--- config.mk ---
export PLATFORM = sky130hd
export DESIGN_NAME = exec_muldiv_sequencer
export DESIGN_NICKNAME = d
export VERILOG_FILES = /design/src/rtl/exec_muldiv_sequencer.sv
export SDC_FILE = /design/constraint.sdc
export NUM_CORES = 1
export LEC_CHECK = 0
export ABC_AREA = 1
export BUFFER_PORTS_ARGS = -buffer_cell sky130_fd_sc_hd__buf_2
export CAP_MARGIN = 40
export CORE_AREA = 8 8 108 149
export DETAILED_ROUTE_END_ITERATION = 6
export DIE_AREA = 0 0 116 157
export HOLD_SLACK_MARGIN = 0.05
export MAX_ROUTING_LAYER = met4
export PLACE_DENSITY = 0.76
export SKIP_CTS_REPAIR_TIMING = 1
export SLEW_MARGIN = 10
export SYNTH_ARGS = -nofsm -noshare
export SYNTH_HDL_FRONTEND = slang
export SYNTH_SLANG_ARGS = --single-unit
--- constraint.sdc ---
create_clock -name I_CLOCK -period 2.4 [get_ports I_CLOCK]
set_input_delay 0.12 -clock I_CLOCK [delete_from_list [all_inputs] [get_ports I_CLOCK]]
set_output_delay 0.12 -clock I_CLOCK [all_outputs]
set_load 0.1 [all_outputs]
--- src/rtl/exec_muldiv_sequencer.sv ---
// Multi-cycle unsigned MUL/DIVU/MODU sequencer beside the Execute ALU.
// One bit per clock (negedge), stalls the pipeline while running, strobes the result for one cycle.
module exec_muldiv_sequencer #(
    parameter int unsigned WIDTH = 16,
    parameter int unsigned CNT_W = 5
) (
    input  logic             I_CLOCK,
    input  logic             I_RESET,
    input  logic             I_Start,
    input  logic [1:0]       I_Op,
    input  logic [WIDTH-1:0] I_SrcA,
    input  logic [WIDTH-1:0] I_SrcB,
    input  logic [3:0]       I_DestRegIdx,
    input  logic             I_Flush,
    output logic             O_Busy,
    output logic             O_Stall,
    output logic             O_Done,
    output logic [WIDTH-1:0] O_Result,
    output logic [WIDTH-1:0] O_ResultHi,
    output logic [3:0]       O_DestRegIdx,
    output logic             O_DivByZero
);

    // StShort is the single non-busy cycle of the divide-by-zero and reserved-op paths.
    typedef enum logic [1:0] {
        StIdle,
        StRun,
        StShort,
        StDone
    } state_e;

    localparam logic [1:0]       OpMul    = 2'b00;
    localparam logic [1:0]       OpDivu   = 2'b01;
    localparam logic [1:0]       OpModu   = 2'b10;
    localparam logic [1:0]       OpRsv    = 2'b11;
    localparam logic [CNT_W-1:0] LastIter = CNT_W'(WIDTH - 1);

    state_e           state_q, state_d;
    logic [CNT_W-1:0] cnt_q, cnt_d;
    logic [1:0]       op_q, op_d;
    logic [3:0]       dest_q, dest_d;
    logic [WIDTH-1:0] opnd_q, opnd_d;
    logic [WIDTH-1:0] acc_q, acc_d;
    logic [WIDTH-1:0] lo_q, lo_d;
    logic [WIDTH-1:0] res_q, res_d;
    logic [WIDTH-1:0] res_hi_q, res_hi_d;
    logic [3:0]       dest_out_q, dest_out_d;
    logic             dbz_q, dbz_d;

    // acc holds the product high half (MUL) or partial remainder (DIV);
    // lo holds the multiplier being shifted out or the dividend/quotient.
    logic [WIDTH:0]   mul_sum;
    logic [WIDTH:0]   div_shift;
    logic [WIDTH:0]   div_trial;
    logic [WIDTH-1:0] acc_step;
    logic [WIDTH-1:0] lo_step;

    always_comb begin
        mul_sum   = {1'b0, acc_q} + (lo_q[0] ? {1'b0, opnd_q} : '0);
        div_shift = {acc_q, lo_q[WIDTH-1]};
        div_trial = div_shift - {1'b0, opnd_q};
        acc_step  = acc_q;
        lo_step   = lo_q;
        if (op_q == OpMul) begin
            acc_step = mul_sum[WIDTH:1];
            lo_step  = {mul_sum[0], lo_q[WIDTH-1:1]};
        end else if (!div_trial[WIDTH]) begin
            // Non-negative trial: remainder fits in WIDTH bits since it is below the divisor.
            acc_step = div_trial[WIDTH-1:0];
            lo_step  = {lo_q[WIDTH-2:0], 1'b1};
        end else begin
            acc_step = div_shift[WIDTH-1:0];
            lo_step  = {lo_q[WIDTH-2:0], 1'b0};
        end
    end

    always_comb begin
        state_d    = state_q;
        cnt_d      = cnt_q;
        op_d       = op_q;
        dest_d     = dest_q;
        opnd_d     = opnd_q;
        acc_d      = acc_q;
        lo_d       = lo_q;
        res_d      = res_q;
        res_hi_d   = res_hi_q;
        dest_out_d = dest_out_q;
        dbz_d      = dbz_q;

        if (I_Flush) begin
            state_d = StIdle;
            cnt_d   = '0;
        end else begin
            unique case (state_q)
                StIdle, StDone: begin
                    state_d = StIdle;
                    if (I_Start) begin
                        op_d   = I_Op;
                        dest_d = I_DestRegIdx;
                        cnt_d  = '0;
                        acc_d  = '0;
                        case (I_Op)
                            OpMul: begin
                                opnd_d  = I_SrcA;
                                lo_d    = I_SrcB;
                                state_d = StRun;
                            end
                            OpDivu, OpModu: begin
                                opnd_d = I_SrcB;
                                if (I_SrcB == '0) begin
                                    // Pre-load the fixed divide-by-zero answer into lo.
                                    lo_d    = (I_Op == OpDivu) ? '1 : I_SrcA;
                                    state_d = StShort;
                                end else begin
                                    lo_d    = I_SrcA;
                                    state_d = StRun;
                                end
                            end
                            default: begin
                                opnd_d  = I_SrcB;
                                lo_d    = '0;
                                state_d = StShort;
                            end
                        endcase
                    end
                end
                StRun: begin
                    cnt_d = cnt_q + CNT_W'(1);
                    acc_d = acc_step;
                    lo_d  = lo_step;
                    if (cnt_q == LastIter) begin
                        state_d    = StDone;
                        dest_out_d = dest_q;
                        dbz_d      = 1'b0;
                        case (op_q)
                            OpMul: begin
                                res_d    = lo_step;
                                res_hi_d = acc_step;
                            end
                            OpModu: begin
                                res_d    = acc_step;
                                res_hi_d = '0;
                            end
                            default: begin
                                res_d    = lo_step;
                                res_hi_d = '0;
                            end
                        endcase
                    end
                end
                StShort: begin
                    state_d    = StDone;
                    res_d      = lo_q;
                    res_hi_d   = '0;
                    dbz_d      = (op_q != OpRsv);
                    dest_out_d = dest_q;
                end
                default: begin
                    state_d = StIdle;
                end
            endcase
        end
    end

    always_ff @(negedge I_CLOCK) begin
        if (I_RESET) begin
            state_q    <= StIdle;
            cnt_q      <= '0;
            op_q       <= '0;
            dest_q     <= '0;
            opnd_q     <= '0;
            acc_q      <= '0;
            lo_q       <= '0;
            res_q      <= '0;
            res_hi_q   <= '0;
            dest_out_q <= '0;
            dbz_q      <= 1'b0;
        end else begin
            state_q    <= state_d;
            cnt_q      <= cnt_d;
            op_q       <= op_d;
            dest_q     <= dest_d;
            opnd_q     <= opnd_d;
            acc_q      <= acc_d;
            lo_q       <= lo_d;
            res_q      <= res_d;
            res_hi_q   <= res_hi_d;
            dest_out_q <= dest_out_d;
            dbz_q      <= dbz_d;
        end
    end

    assign O_Busy       = (state_q == StRun);
    assign O_Stall      = (state_q == StRun);
    assign O_Done       = (state_q == StDone);
    assign O_Result     = res_q;
    assign O_ResultHi   = res_hi_q;
    assign O_DestRegIdx = dest_out_q;
    assign O_DivByZero  = dbz_q;

endmodule

==> impl.org <==
** Layout
- Relative to the synthesized area, the layout overhead comes to 42.8%.
- Most frequent cells in the layout :: nand2_1 (306), inv_1 (267), o21ai_0 (127)
- The final layout contains 1532 nets.
- Counting the fill cells in the layout gives 1119.
- Fraction of layout instances using a drive strength above 1 :: 0.239
- The library cell used most frequently in the layout, excluding fill and tap cells, is nand2_1.
- The finished layout holds 1639 standard cells, fillers aside.

** Clock tree
- Maximum level of the CTS H-tree :: 3
- TritonCTS clock tree :: built
- Clock tree synthesis selected as its root buffer the cell clkbuf_16.
- Counting the buffers created by CTS gives 9.
- After clock tree synthesis, the clock-pin slew on the worst setup and hold paths is 0.04 ns.
- Insertion delay to the later sink of the worst-skew pair :: 0.43 ns
- Maximum buffer depth of the clock tree :: 2
- For this design, the sink count on the clock tree is 98.

** STA
- Worst-case clock skew :: 0.0335 ns
- For the pin with the worst max-slew slack, the measured transition is 0.584 ns.
- Adding up every negative setup slack in the final design gives -0.436 ns.
- On the final layout, the worst hold slack is 0.472 ns.
- The worst pin sits at a relative slew slack of 0.611.
- Final setup viols :: 3
- Final count of pins violating max slew :: 0
- After layout, the worst setup slack is -0.165 ns.
- Hold violation count in the final report :: 0
- Setup repair after global routing could not meet its margin everywhere.

** Setup path
- Crit path capture type :: output port
- In this run the register-to-register setup slack is 0.06 ns.
- Worst R2R End :: O_Result[7]$_SDFFE_NP0P_
- STA classifies the critical path startpoint as a flop.
- STA puts the critical path data required time at 2.28 ns.
- Along the worst path, the maximum fanout reaches 8.
- Data arrival time of the critical path :: 2.44 ns
- Worst R2R Start :: lo_q[15]$_SDFFE_NP0P_
- Counting cells, the worst reg-to-reg path comes to 17.
- Class of the most critical setup path :: flop to output port

** Routing
- Detailed-routing wirelength on met1 :: 9540 um
- The first TritonRoute pass finished after 5 iterations.
- Max layer used :: met4
- Routed met2 length :: 14200 um
- The detailed router placed 9088 vias in this run.
- Summed over all nets, wire length on met3 after detailed routing comes to 1440 um.
- For this run, design rule violations remaining after detail routing come to 0.
- Wires add up to 27000 um.
- Detailed-route vias per instance :: 5.54
- Number of DRC markers in iteration 0 :: 792
- Routed Antenna Nets :: 0
- Average wire per standard cell :: 16.5 um

** Synth
- XOR/XNOR share of the synthesized area :: 0.00718
- Averaged over all synthesized cells, the footprint is 6.21 sq um.
- Number of distinct library cells after synthesis :: 48
- Counting flops and latches in the post-synthesis netlist gives 98.
- Counting every instance in the synthesized netlist gives 1179.
- Counting flops with an async set or reset pin after synthesis yields a share of 0.
- Synthesis produced a netlist with a net count of 1263.
- Synthesized-area fraction occupied by adder cells :: 0.0738
- Number of flops mapped to enable cells by yosys :: 0
- After synthesis, the share of cell area in mux cells is 0.00410.
- Warnings from Yosys :: 0
- The synthesized netlist occupies a cell area of 7320 sq um.
- By area, the combinational part of the netlist is dominated by simple AND/OR/NAND/NOR gates.
- Most used flip-flop cell after synthesis :: dfxtp_1
- Of the total synthesized cell area, the portion taken by AND, OR, NAND and NOR gates is 0.321.
- The area fraction in compound gates after synthesis was 0.203.
- The share of the Yosys chip area taken by registers is 0.268.

** Worst hold path
- Origin of the worst min-delay path :: cnt_q[0]$_SDFFE_NP0P_
- For hold timing, the worst endpoint is cnt_q[0]$_SDFFE_NP0P_.
- Hold Path Stages :: 1
- The worst hold path belongs to the class flop to flop.

** Power
- The completed layout was analyzed and its total power is 5.73 mW.
- Across the VDD grid, the largest voltage drop is 0.000403 V.
- P_leak :: 5.31 nW
- Power spread over the standard cell area amounts to 548 nW/um^2.

** Run
- The tool flagged a number of max-cap violations equal to 0.

** Global route
- Entering global routing, the biggest net connects 53 pins.
- The via count of the first global-routing pass was 9124.
- All-Layer GR Usage :: 0.303
- Initial antenna violation count :: 1
- Global routing finished with a remaining overflow of 0.
- The first global-routing pass estimated 42100 um of wire.

** Placement
- During placement, the flow inserted port buffers numbering 81.
- Counting tap cells, the placed design contains a total of 1521 instances.
- Routability cong. :: 1.01
- Summed over all nets, the half-perimeter wirelength after detailed placement is 20200 um.

** Floorplan
- From bottom edge to top edge, the die measures 157 um.
- For this design the top-level I/O count stands at 82.
- In this run the standard cell core region covers 13800 sq um.
- The initial utilization of the core area, before any placement, comes to 0.531.
- In this run the core area contains 51 standard-cell rows.
- The floorplan step defined a die boundary enclosing 18200 sq um.
- The die is 116 um wide.

** Status
- The checks that failed: setup timing.
- The flow ran to the end, but the final reports show violations.
==> sequential cells by signal, summed over array words and instances, names as in the netlist <==
signal        cells
O_ResultHi       16
O_Result         16
acc_q            16
lo_q             16
opnd_q           16
cnt_q             5
O_DestRegIdx      4
dest_q            4
op_q              2
state_q           2
O_DivByZero       1
==> final cells by class <==
cell class,count,area (sq um),area share
Clock inverter,105,465,0.0445
Timing Repair Buffer,212,2100,0.201
Inverter,178,671,0.0642
Sequential cell,98,1980,0.189
Tap cell,185,231,0.0222
Clock buffer,9,225,0.0216
Multi-Input combinational cell,851,4780,0.457
Antenna cell,1,2.50,0.000239
==> Yosys cell counts (3+ instances only) <==
cell / number / share of area
nand2_4: 3 / 0.0046
mux2i_1: 3 / 0.0041
clkbuf_1: 34 / 0.017
o21ai_0: 130 / 0.089
a31oi_1: 27 / 0.023
inv_1: 175 / 0.090
inv_2: 3 / 0.0015
nand3b_1: 9 / 0.0092
nand3_2: 12 / 0.016
a21oi_1: 86 / 0.059
nand2_2: 14 / 0.012
nor3_1: 9 / 0.0062
a22oi_1: 6 / 0.0062
ha_1: 40 / 0.068
nor2_1: 68 / 0.035
dfxtp_1: 98 / 0.27
o21ai_2: 5 / 0.0060
nand3_1: 58 / 0.040
xnor2_1: 5 / 0.0060
o21bai_1: 3 / 0.0031
nand2_1: 318 / 0.16
a21oi_2: 5 / 0.0060
buf_2: 11 / 0.0075
nand4_1: 25 / 0.021
==> how the worst max path moves through the flow <==
| stage | from | slack (ns) | to |
|---|---|---|---|
| finish | state_q[1]$_SDFFE_NP0P_ | -0.16 | O_Stall |
| global route | state_q[1]$_SDFFE_NP0P_ | -0.19 | O_Busy |
| CTS | state_q[0]$_SDFFE_NP0P_ | -0.30 | O_Stall |
| detailed placement | I_SrcB[6] | -0.23 | lo_q[14]$_SDFFE_NP0P_ |
| global placement | I_SrcB[1] | -0.21 | lo_q[4]$_SDFFE_NP0P_ |
| floorplan | state_q[0]$_SDFFE_NP0P_ | -0.05 | O_Stall |
==> per-layer routing <==
layer  vias up  GRT usage
li1       4385          -
met1      4151      0.280
met2       402      0.524
met3       150     0.0671
met4         0      0.247
met5         -          -
==> cell families (layout without fill, tap and decap cells) <==
logic type,Yosys count,in the layout
flops,98,98
buf+inv,230,504
fa+ha+maj,42,42
compound gates,272,272
simple gates,528,528
mux,3,3
xor+xnor,6,6
other cells,0,1
==> through the flow <==
step | util | setup slack [ns] | area (sq um)
floorplan | - | -0.0480 | 7340
global placement | 0.680 | -0.210 | 9380
detailed placement | 0.680 | -0.231 | 9380
CTS | 0.730 | -0.303 | 10100
global route | 0.758 | -0.191 | 10400
finish | 0.758 | -0.165 | 10400
==> where the power goes <==
group / internal [mW] / switching (mW)
Combinational: 0.588 / 1.02
Sequential: 1.72 / 0.101
Clock: 1.06 / 1.23
==> critical path: stages, from the launching register on <==
cell and delay (ns):
dfxtp_4 0.35, inv_4 0.06, ha_4 0.21, buf_12 0.19
No activity file was read; power rests on OpenSTA's default activity.
